==> src/rtl/wb_scheduler_pkg.sv <==
// Shared types and constants for the writeback scheduler: source indices,
// CDB slot count and the queued result entry.
package wb_scheduler_pkg;

  localparam int NUM_WB_SRC   = 3;
  localparam int NUM_WB_SLOTS = 2;

  localparam logic [1:0] SRC_MUL = 2'd0;
  localparam logic [1:0] SRC_DIV = 2'd1;
  localparam logic [1:0] SRC_MEM = 2'd2;

  // prd field is sized for up to 256 physical registers; the top narrows it.
  localparam int WB_PRD_W = 8;

  typedef struct packed {
    logic [WB_PRD_W-1:0] prd;
    logic [31:0]         data;
    logic [6:0]          rob_idx;
  } wb_entry_t;

  function automatic logic [1:0] next_src(input logic [1:0] s);
    return (s == SRC_MEM) ? SRC_MUL : s + 2'd1;
  endfunction

endpackage

==> src/rtl/wb_fifo.sv <==
// Per-source result queue: power-of-two depth, registered count, flush
// clears pointers and count at the next edge; payload storage is not reset.
module wb_fifo #(
  parameter int  DEPTH   = 2,
  parameter type entry_t = wb_scheduler_pkg::wb_entry_t
) (
  input  logic                   clk,
  input  logic                   rst,
  input  logic                   push,
  input  entry_t                 push_data,
  input  logic                   pop,
  input  logic                   flush,
  output entry_t                 head,
  output logic [$clog2(DEPTH):0] count
);

  localparam int PW = $clog2(DEPTH);
  localparam int CW = PW + 1;

  entry_t        mem_q [DEPTH];
  logic [PW-1:0] rd_q, rd_d, wr_q, wr_d;
  logic [CW-1:0] cnt_q, cnt_d;
  logic          do_push, do_pop;

  assign do_push = push && (cnt_q != CW'(DEPTH));
  assign do_pop  = pop && (cnt_q != '0);

  always_comb begin
    rd_d  = rd_q;
    wr_d  = wr_q;
    cnt_d = cnt_q;
    if (flush) begin
      rd_d  = '0;
      wr_d  = '0;
      cnt_d = '0;
    end else begin
      // Pointers wrap naturally because DEPTH is a power of two.
      if (do_push) wr_d = wr_q + 1'b1;
      if (do_pop)  rd_d = rd_q + 1'b1;
      cnt_d = cnt_q + CW'(do_push) - CW'(do_pop);
    end
  end

  always_ff @(posedge clk or negedge rst) begin
    if (!rst) begin
      rd_q  <= '0;
      wr_q  <= '0;
      cnt_q <= '0;
    end else begin
      rd_q  <= rd_d;
      wr_q  <= wr_d;
      cnt_q <= cnt_d;
    end
  end

  always_ff @(posedge clk) begin
    if (do_push && !flush) mem_q[wr_q] <= push_data;
  end

  assign head  = mem_q[rd_q];
  assign count = cnt_q;

endmodule

==> src/rtl/wb_scheduler.sv <==
// Arbitrates MUL/DIV/MEM results onto two shared CDB slots with a rotating
// priority pointer; grants depend only on registered queue state.
module wb_scheduler
  import wb_scheduler_pkg::*;
#(
  parameter int  NUM_PHYS_REGS = 64,
  parameter int  FIFO_DEPTH    = 2,
  localparam int PREG_BITS     = $clog2(NUM_PHYS_REGS)
) (
  input  logic                                   clk,
  input  logic                                   rst,
  input  logic [2:0]                             src_valid,
  output logic [2:0]                             src_ready,
  input  logic [2:0][PREG_BITS-1:0]              src_prd,
  input  logic [2:0][31:0]                       src_data,
  input  logic [2:0][6:0]                        src_rob_idx,
  output logic [NUM_WB_SLOTS-1:0]                wb_valid,
  output logic [NUM_WB_SLOTS-1:0][PREG_BITS-1:0] wb_tag,
  output logic [NUM_WB_SLOTS-1:0][31:0]          wb_data,
  output logic [NUM_WB_SLOTS-1:0][6:0]           wb_rob_idx,
  input  logic                                   flush,
  output logic                                   busy,
  output logic [1:0]                             dbg_rr_ptr
);

  localparam int CW = $clog2(FIFO_DEPTH) + 1;

  wb_entry_t               push_ent [NUM_WB_SRC];
  wb_entry_t               head     [NUM_WB_SRC];
  logic [CW-1:0]           cnt      [NUM_WB_SRC];
  logic [NUM_WB_SRC-1:0]   push, pop, nonempty;
  logic [1:0]              rr_ptr_q, rr_ptr_d;
  logic [1:0]              scan_src, last_src;
  logic [NUM_WB_SLOTS-1:0] slot_vld;
  logic [1:0]              slot_src [NUM_WB_SLOTS];

  for (genvar i = 0; i < NUM_WB_SRC; i++) begin : g_src
    assign push_ent[i] = '{prd: WB_PRD_W'(src_prd[i]), data: src_data[i],
                           rob_idx: src_rob_idx[i]};
    assign src_ready[i] = cnt[i] < CW'(FIFO_DEPTH);
    assign push[i]      = src_valid[i] && src_ready[i] && !flush;
    assign nonempty[i]  = cnt[i] != '0;

    wb_fifo #(.DEPTH(FIFO_DEPTH), .entry_t(wb_entry_t)) u_fifo (
      .clk       (clk),
      .rst       (rst),
      .push      (push[i]),
      .push_data (push_ent[i]),
      .pop       (pop[i]),
      .flush     (flush),
      .head      (head[i]),
      .count     (cnt[i])
    );
  end

  // Scan from rr_ptr; first non-empty head takes slot 0, second takes slot 1.
  always_comb begin
    slot_vld = '0;
    slot_src = '{default: 2'd0};
    pop      = '0;
    scan_src = rr_ptr_q;
    last_src = rr_ptr_q;
    rr_ptr_d = rr_ptr_q;
    for (int k = 0; k < NUM_WB_SRC; k++) begin
      if (nonempty[scan_src]) begin
        if (!slot_vld[0]) begin
          slot_vld[0]   = 1'b1;
          slot_src[0]   = scan_src;
          pop[scan_src] = 1'b1;
          last_src      = scan_src;
        end else if (!slot_vld[1]) begin
          slot_vld[1]   = 1'b1;
          slot_src[1]   = scan_src;
          pop[scan_src] = 1'b1;
          last_src      = scan_src;
        end
      end
      scan_src = next_src(scan_src);
    end
    if (slot_vld != '0) rr_ptr_d = next_src(last_src);
  end

  always_comb begin
    for (int k = 0; k < NUM_WB_SLOTS; k++) begin
      wb_valid[k]   = slot_vld[k];
      wb_tag[k]     = '0;
      wb_data[k]    = '0;
      wb_rob_idx[k] = '0;
      if (slot_vld[k]) begin
        wb_tag[k]     = PREG_BITS'(head[slot_src[k]].prd);
        wb_data[k]    = head[slot_src[k]].data;
        wb_rob_idx[k] = head[slot_src[k]].rob_idx;
      end
    end
  end

  // The pointer is not touched by flush: grants in the flush cycle still count.
  always_ff @(posedge clk or negedge rst) begin
    if (!rst) rr_ptr_q <= SRC_MUL;
    else      rr_ptr_q <= rr_ptr_d;
  end

  assign busy       = |nonempty;
  assign dbg_rr_ptr = rr_ptr_q;

endmodule

==> config.mk <==
export PLATFORM = sky130hd
export DESIGN_NAME = wb_scheduler
export DESIGN_NICKNAME = d
export VERILOG_FILES = /design/src/rtl/wb_scheduler_pkg.sv /design/src/rtl/wb_fifo.sv /design/src/rtl/wb_scheduler.sv
export SDC_FILE = /design/constraint.sdc
export NUM_CORES = 1
export LEC_CHECK = 0
export CORE_ASPECT_RATIO = 1.75
export CORE_MARGIN = 4
export CORE_UTILIZATION = 53
export DETAILED_ROUTE_END_ITERATION = 10
export PLACE_DENSITY = 0.81
export SYNTH_ARGS = -nofsm -noshare
export SYNTH_HDL_FRONTEND = slang
export SYNTH_HIERARCHICAL = 1
export SYNTH_SLANG_ARGS = --single-unit
==> constraint.sdc <==
create_clock -name clk -period 6.8 [get_ports clk]
set_input_delay 0.68 -clock clk [delete_from_list [all_inputs] [get_ports clk]]
set_output_delay 0.68 -clock clk [all_outputs]
set_load 0.005 [all_outputs]
==> metrics, run 1 <==
nets ~1200; combinational fraction of design power 0.461; Worst Path Max Fanout 26; number of global-route vias before repair a little under 9000; Clk pwr share 0.218; required time of the worst setup path about 6000 ps; yosys warns 6; Final Routed Wirelength ~33000 um; largest net degree at the start of global routing 46; Fillers around 1600; share of post-route cells with drive strength above 1 0.204; routability cong. 0.820; Worst-Margin Slew between 1000 and 1500 ps; cts hold-fix bufs 0; fin. max-slew vios 0; Slew headroom 0.175; final hold violation count 0; antenna-violating nets left 0; clk sink count roughly 280; global-route wire length before repair 49300 um; Post-route DRC 0; cts bufs inserted 25; Core Area ~24000 um^2; Post-CTS Setup Bufs 0; PortBufs between 200 and 250; Seq pwr share 0.321; FF+latch area approximately 8500 um^2; Net Switching about 2300 uW; CTS tree built; Placed Area roughly 16000 um^2; Tcrit/Tclk final 0.667; Area Overhead vs Synth 26.8%; Leak 0.00606 uW; unrepaired setup endpoints after global routing false; gr ovfl total 0; H-tree depth 1; Worst-path clk slew approximately 70 ps; f_max around 220 MHz; Initial DRC Count slightly above 700; CP Launch Type register; GRT Total Usage 0.237; Die Span Y 216 um; Arr. time, crit path between 3000 and 4000 ps; drt pass-1 iters 5; fin cells between 1000 and 1500; Die W 127 um; die area about 27000 um^2; Setup WS pre-CTS ~2800 ps; Final Setup Violations 0; setup_tns 0 ps; crit path time final between 4000 and 5000 ps; Initial Utilization 0.541; most frequent cells in the layout 270 x edfxtp_1, 238 x clkdlybuf4s50_1, 98 x nand2_1; io pins 239; Clock Path Buffers 3; clock latency on the worst-skew pair 530 ps; Multi-input gate area 4190 um^2; Reg2Reg Setup Slack 4350 ps; hpwl dp 22900 um; fin area roughly 17000 um^2; setup ws final 2260 ps; synthesized net count ~1000; WS Path Type register to output port; status complete, no violations; cell count after synthesis 841; vias per cell ~5.7; placement row count 75; dpl cells 1361; via count around 8100; Crit. End Element output port; initial antenna violation count 14; internal power about 4600 uW; Sw Share 0.334; Netlist Area Pre-Place between 10000 and 15000 um^2; total power between 6000 and 7000 uW; VDD IR max between 0.0003 and 0.0004 V; Root Driver clkbuf_16; Avg Inst Size Synth between 15 and 20 um^2; Wirelength per Cell around 23 um; Pwr per Cell Area around 420 nW/um^2; hold crit path type input port to asynchronous set/reset pin; commonest non-fill, non-tap cell in the layout edfxtp_1; CTS resizes 0; Max-cap violations 0; clock skew around 16 ps
## through the flow
step / hold slack [ps] / util
3_5_place_dp: 654 / 0.648
4_1_cts: 590 / 0.684
6_report: 585 / 0.685
3_3_place_gp: 633 / 0.648
2_1_floorplan: 384 / -
5_1_grt: 621 / 0.685
## area by class of cell
class	count	share of cell area
diodes	16	0.00242
flip-flops and latches	284	0.512
clock inverters	14	0.0126
clock buffers	32	0.0400
well taps	308	0.0233
repair buffers	260	0.154
multi-input cells	500	0.254
inverters	9	0.00204
## path summary, 6_finish.rpt
check                                         start                       end  cells past startpoint
setup / recovery           g_src[0].u_fifo/count[0]             wb_rob_idx[7]                      7
hold / removal                                  rst  g_src[2].u_fifo/count[1]                      1
setup reg to reg                      dbg_rr_ptr[1]  g_src[2].u_fifo/count[1]                     10
hold reg to reg                g_src[1].u_fifo/wr_q      g_src[1].u_fifo/wr_q                      2
max in group asynchronous                       rst      g_src[1].u_fifo/rd_q                      1
min in group clk               g_src[1].u_fifo/wr_q      g_src[1].u_fifo/wr_q                      2
## worst max-delay path, cell delays in order (launching register included)
cell and delay [ps]:
dfrtp_1 430, nor2_2 460, nor3_1 150, nor4_4 1010, buf_4 500, nand2_1 110, o21ai_1 100, clkdlybuf4s50_1 530
## sequential cells by signal, summed over array words and instances (netlist names)
name	flops
dbg_rr_ptr	2
g_src.u_fifo/count	6
g_src.u_fifo/mem_q	270
g_src.u_fifo/rd_q	3
g_src.u_fifo/wr_q	3
## power groups by stage
stage	Sequential, uW	Clock [uW]	Combinational [uW]
2_1_floorplan	2170	0	1820
3_3_place_gp	2230	0	3130
3_5_place_dp	2240	0	3170
4_1_cts	2210	1530	3190
5_1_grt	2220	1600	3380
6_report	2210	1500	3180
## per-layer routing
metal / part of all wire / vias up / global-route usage / wire length, um
met5: 0 / - / 0 / 0
met3: 0.056 / 81 / 0.0351 / 1880
met1: 0.34 / 4047 / 0.251 / 11200
li1: - / 3658 / - / -
met2: 0.56 / 321 / 0.443 / 18600
met4: 0.047 / 0 / 0.125 / 1560
Power figures use the tool's default switching activity.
==> run 2, diff against run 1 <==
==> constraint.sdc (replaced) <==
create_clock -name clk -period 4.45 [get_ports clk]
set_input_delay 0.445 -clock clk [delete_from_list [all_inputs] [get_ports clk]]
set_output_delay 0.445 -clock clk [all_outputs]
set_load 0.005 [all_outputs]
==> run 2 against run 1 <==
Compared with the run above: clock power grew 37%; critical endpoint is now wb_rob_idx[0]; sequential share of layout area grew 0.17 points; final cell count unchanged; hold slack got worse by 230 ps; highest routed layer unchanged.
==> metrics, run 2 (same netlist as run 1, synthesis figures left out) <==
post-layout util 0.683 (-0.00233); vias per cell 5.62 (-1.3%); status complete, no violations; Initial DRC Count 460 (-35%); Clock Path Buffers 3 (unchanged); hpwl dp 22700 um (-1.0%); most frequent cells in the layout 270 x edfxtp_1, 238 x clkdlybuf4s50_1, 98 x nand2_1; global-route wire length before repair 48500 um (-1.6%); PortBufs 238 (unchanged); Post-CTS Setup Bufs 0 (unchanged); combinational fraction of design power 0.473 (+0.012); CTS resizes 0 (unchanged); Initial Utilization 0.541 (unchanged); cts bufs inserted 25 (unchanged); CP max-delay cell clkdlybuf4s50_1; number of global-route vias before repair 8758 (-0.95%); Top Usage Layer GRT met2; WS Path Type register to output port; Tcrit/Tclk final 0.898; Post-route DRC 0 (unchanged); fin. max-slew vios 0 (unchanged); routing usage on met2 0.450 (+0.00707); unrepaired setup endpoints after global routing false; share of post-route cells with drive strength above 1 0.199 (-0.00528); routability cong. 0.803 (-2.1%); Seq pwr share 0.328 (+0.007); via count 8002 (-1.3%); H-tree depth 1 (unchanged); Biggest register g_src.u_fifo/mem_q; Clk pwr share 0.199 (-0.019); CP Launch Type register; Critical path buffers and inverters 2 (unchanged); Wirelength per Cell 23.0 um (-1.5%); GRT Total Usage 0.233 (-0.00335); routing usage on met3 0.0317 (-0.00346); gr ovfl total 0 (unchanged); clock skew 9.21 ps (-6.52 ps); Leak 0.00606 uW (about the same); f_max 250 MHz; crit path time final ~4000 ps; Worst-Margin Slew 1130 ps (-96.3 ps); initial antenna violation count 17 (+3); commonest non-fill, non-tap cell in the layout edfxtp_1; cts hold-fix bufs 0 (unchanged); Top Family by Delay on Critical Path buffers and inverters; Final Setup Violations 0 (unchanged); io pins 239 (unchanged); antenna-violating nets left 0 (unchanged); Final Routed Wirelength 32800 um (-1.5%); nets 1230 (+0.24%); fin area 16500 um^2 (-0.34%); drt pass-1 iters 5 (unchanged); placement row count 75 (unchanged); Worst Path Max Fanout 23 (-12%); Worst path max stage delay 580 ps (-430 ps); CP cell instances nor2_2 > o21a_1 > o21ba_2 > buf_4 > nand2_1 > o21ai_1 > clkdlybuf4s50_1; met1 Usage GRT 0.233 (-0.0189); Crit. End Element output port; VDD IR max 0.000461 V (+45%); largest net degree at the start of global routing 46 (unchanged); Die W 127 um (unchanged); Net Switching 3470 uW (+51%); setup_tns 0 ps (unchanged); max FFs per register 270 (unchanged); CTS tree built; required time of the worst setup path 4010 ps (-2110 ps); Arr. time, crit path 3550 ps (-310 ps); fin cells 1423 (unchanged); Sw Share 0.337 (+0.00333); Pwr per Cell Area 625 nW/um^2 (+50%); dpl cells 1364 (+0.22%); Area Overhead vs Synth 26.3%; internal power 6820 uW (+49%); final hold violation count 0 (unchanged); Die Span Y 216 um (unchanged); die area 27300 um^2 (unchanged); Core Area 24100 um^2 (unchanged); Root Driver clkbuf_16; Max-cap violations 0 (unchanged); Worst-path clk slew 70 ps (about the same); clock latency on the worst-skew pair 520 ps (about the same); clk sink count 284 (unchanged); Placed Area 15700 um^2 (+0.42%); hold crit path type input port to asynchronous set/reset pin; Slew headroom 0.243 (+0.0677)
==> run 2: cell types whose count changed in the layout (fill, tap and decap cells not counted) <==
cell	change
clkinv_4	-1
clkinvlp_4	-3
buf_12	+2
diode_2	+1
nor3b_2	-3
bufinv_16	-3
buf_4	+1
clkinv_1	+5
clkbuf_8	-1
nor3b_4	+3
inv_6	-1
==> run 2: metrics by stage <==
step / hold WS, ps / total power, uW / setup WS (ps)
floorplan: 149 / 6100 / 80.6
global route: 388 / 10800 / 299
detailed placement: 663 / 8310 / 1010
finish: 356 / 10300 / 455
CTS: 361 / 10400 / 454
global placement: 646 / 8220 / 1070
==> run 2: final timing paths <==
path | startpoint | end | slack [ps] | depth (start not counted)
setup / recovery | g_src[0].u_fifo/count[0] | wb_rob_idx[0] | 460 | 7
hold / removal | rst | g_src[0].u_fifo/rd_q | 360 | 1
setup reg to reg | dbg_rr_ptr[0] | g_src[0].u_fifo/count[1] | 2120 | 9
hold reg to reg | g_src[2].u_fifo/wr_q | g_src[2].u_fifo/wr_q | 680 | 2
max in group asynchronous | rst | g_src[2].u_fifo/rd_q | 3600 | 1
min in group clk | src_data[48] | g_src[1].u_fifo/mem_q[1][23] | 510 | 1
==> run 2: worst reg2reg max path, stage by stage (launching register included) <==
cell	delay [ps]
dfrtp_1	700
nor3b_2	340
a21oi_1	130
o21a_1	180
ha_1	280
inv_1	40
ha_1	180
xnor2_1	160
xnor2_1	140
nor2_1	60
==> run 2: cell type report <==
| cell class | instances | area (um^2) |
|---|---|---|
| Antenna cell | 17 | 42.5 |
| Timing Repair Buffer | 263 | 2590 |
| Clock buffer | 31 | 648 |
| Inverter | 9 | 33.8 |
| Clock inverter | 11 | 97.6 |
| Multi-Input combinational cell | 500 | 4210 |
| Tap cell | 308 | 385 |
| Sequential cell | 284 | 8460 |
| Fill cell | 1646 | 7640 |
==> run 2: power by group through the flow <==
stage | clock network, uW | logic [uW] | registers (uW)
after detailed placement | 0 | 4880 | 3430
final | 2050 | 4870 | 3370
after global routing | 2200 | 5180 | 3400
after global placement | 0 | 4800 | 3420
after CTS | 2090 | 4900 | 3380
after floorplan | 0 | 2790 | 3310
==> run 2: layer usage <==
layer	wire length (um)	vias to the layer above
met5	0	-
met4	1690	0
met3	1530	77
met2	18500	295
met1	11000	3967
li1	-	3663
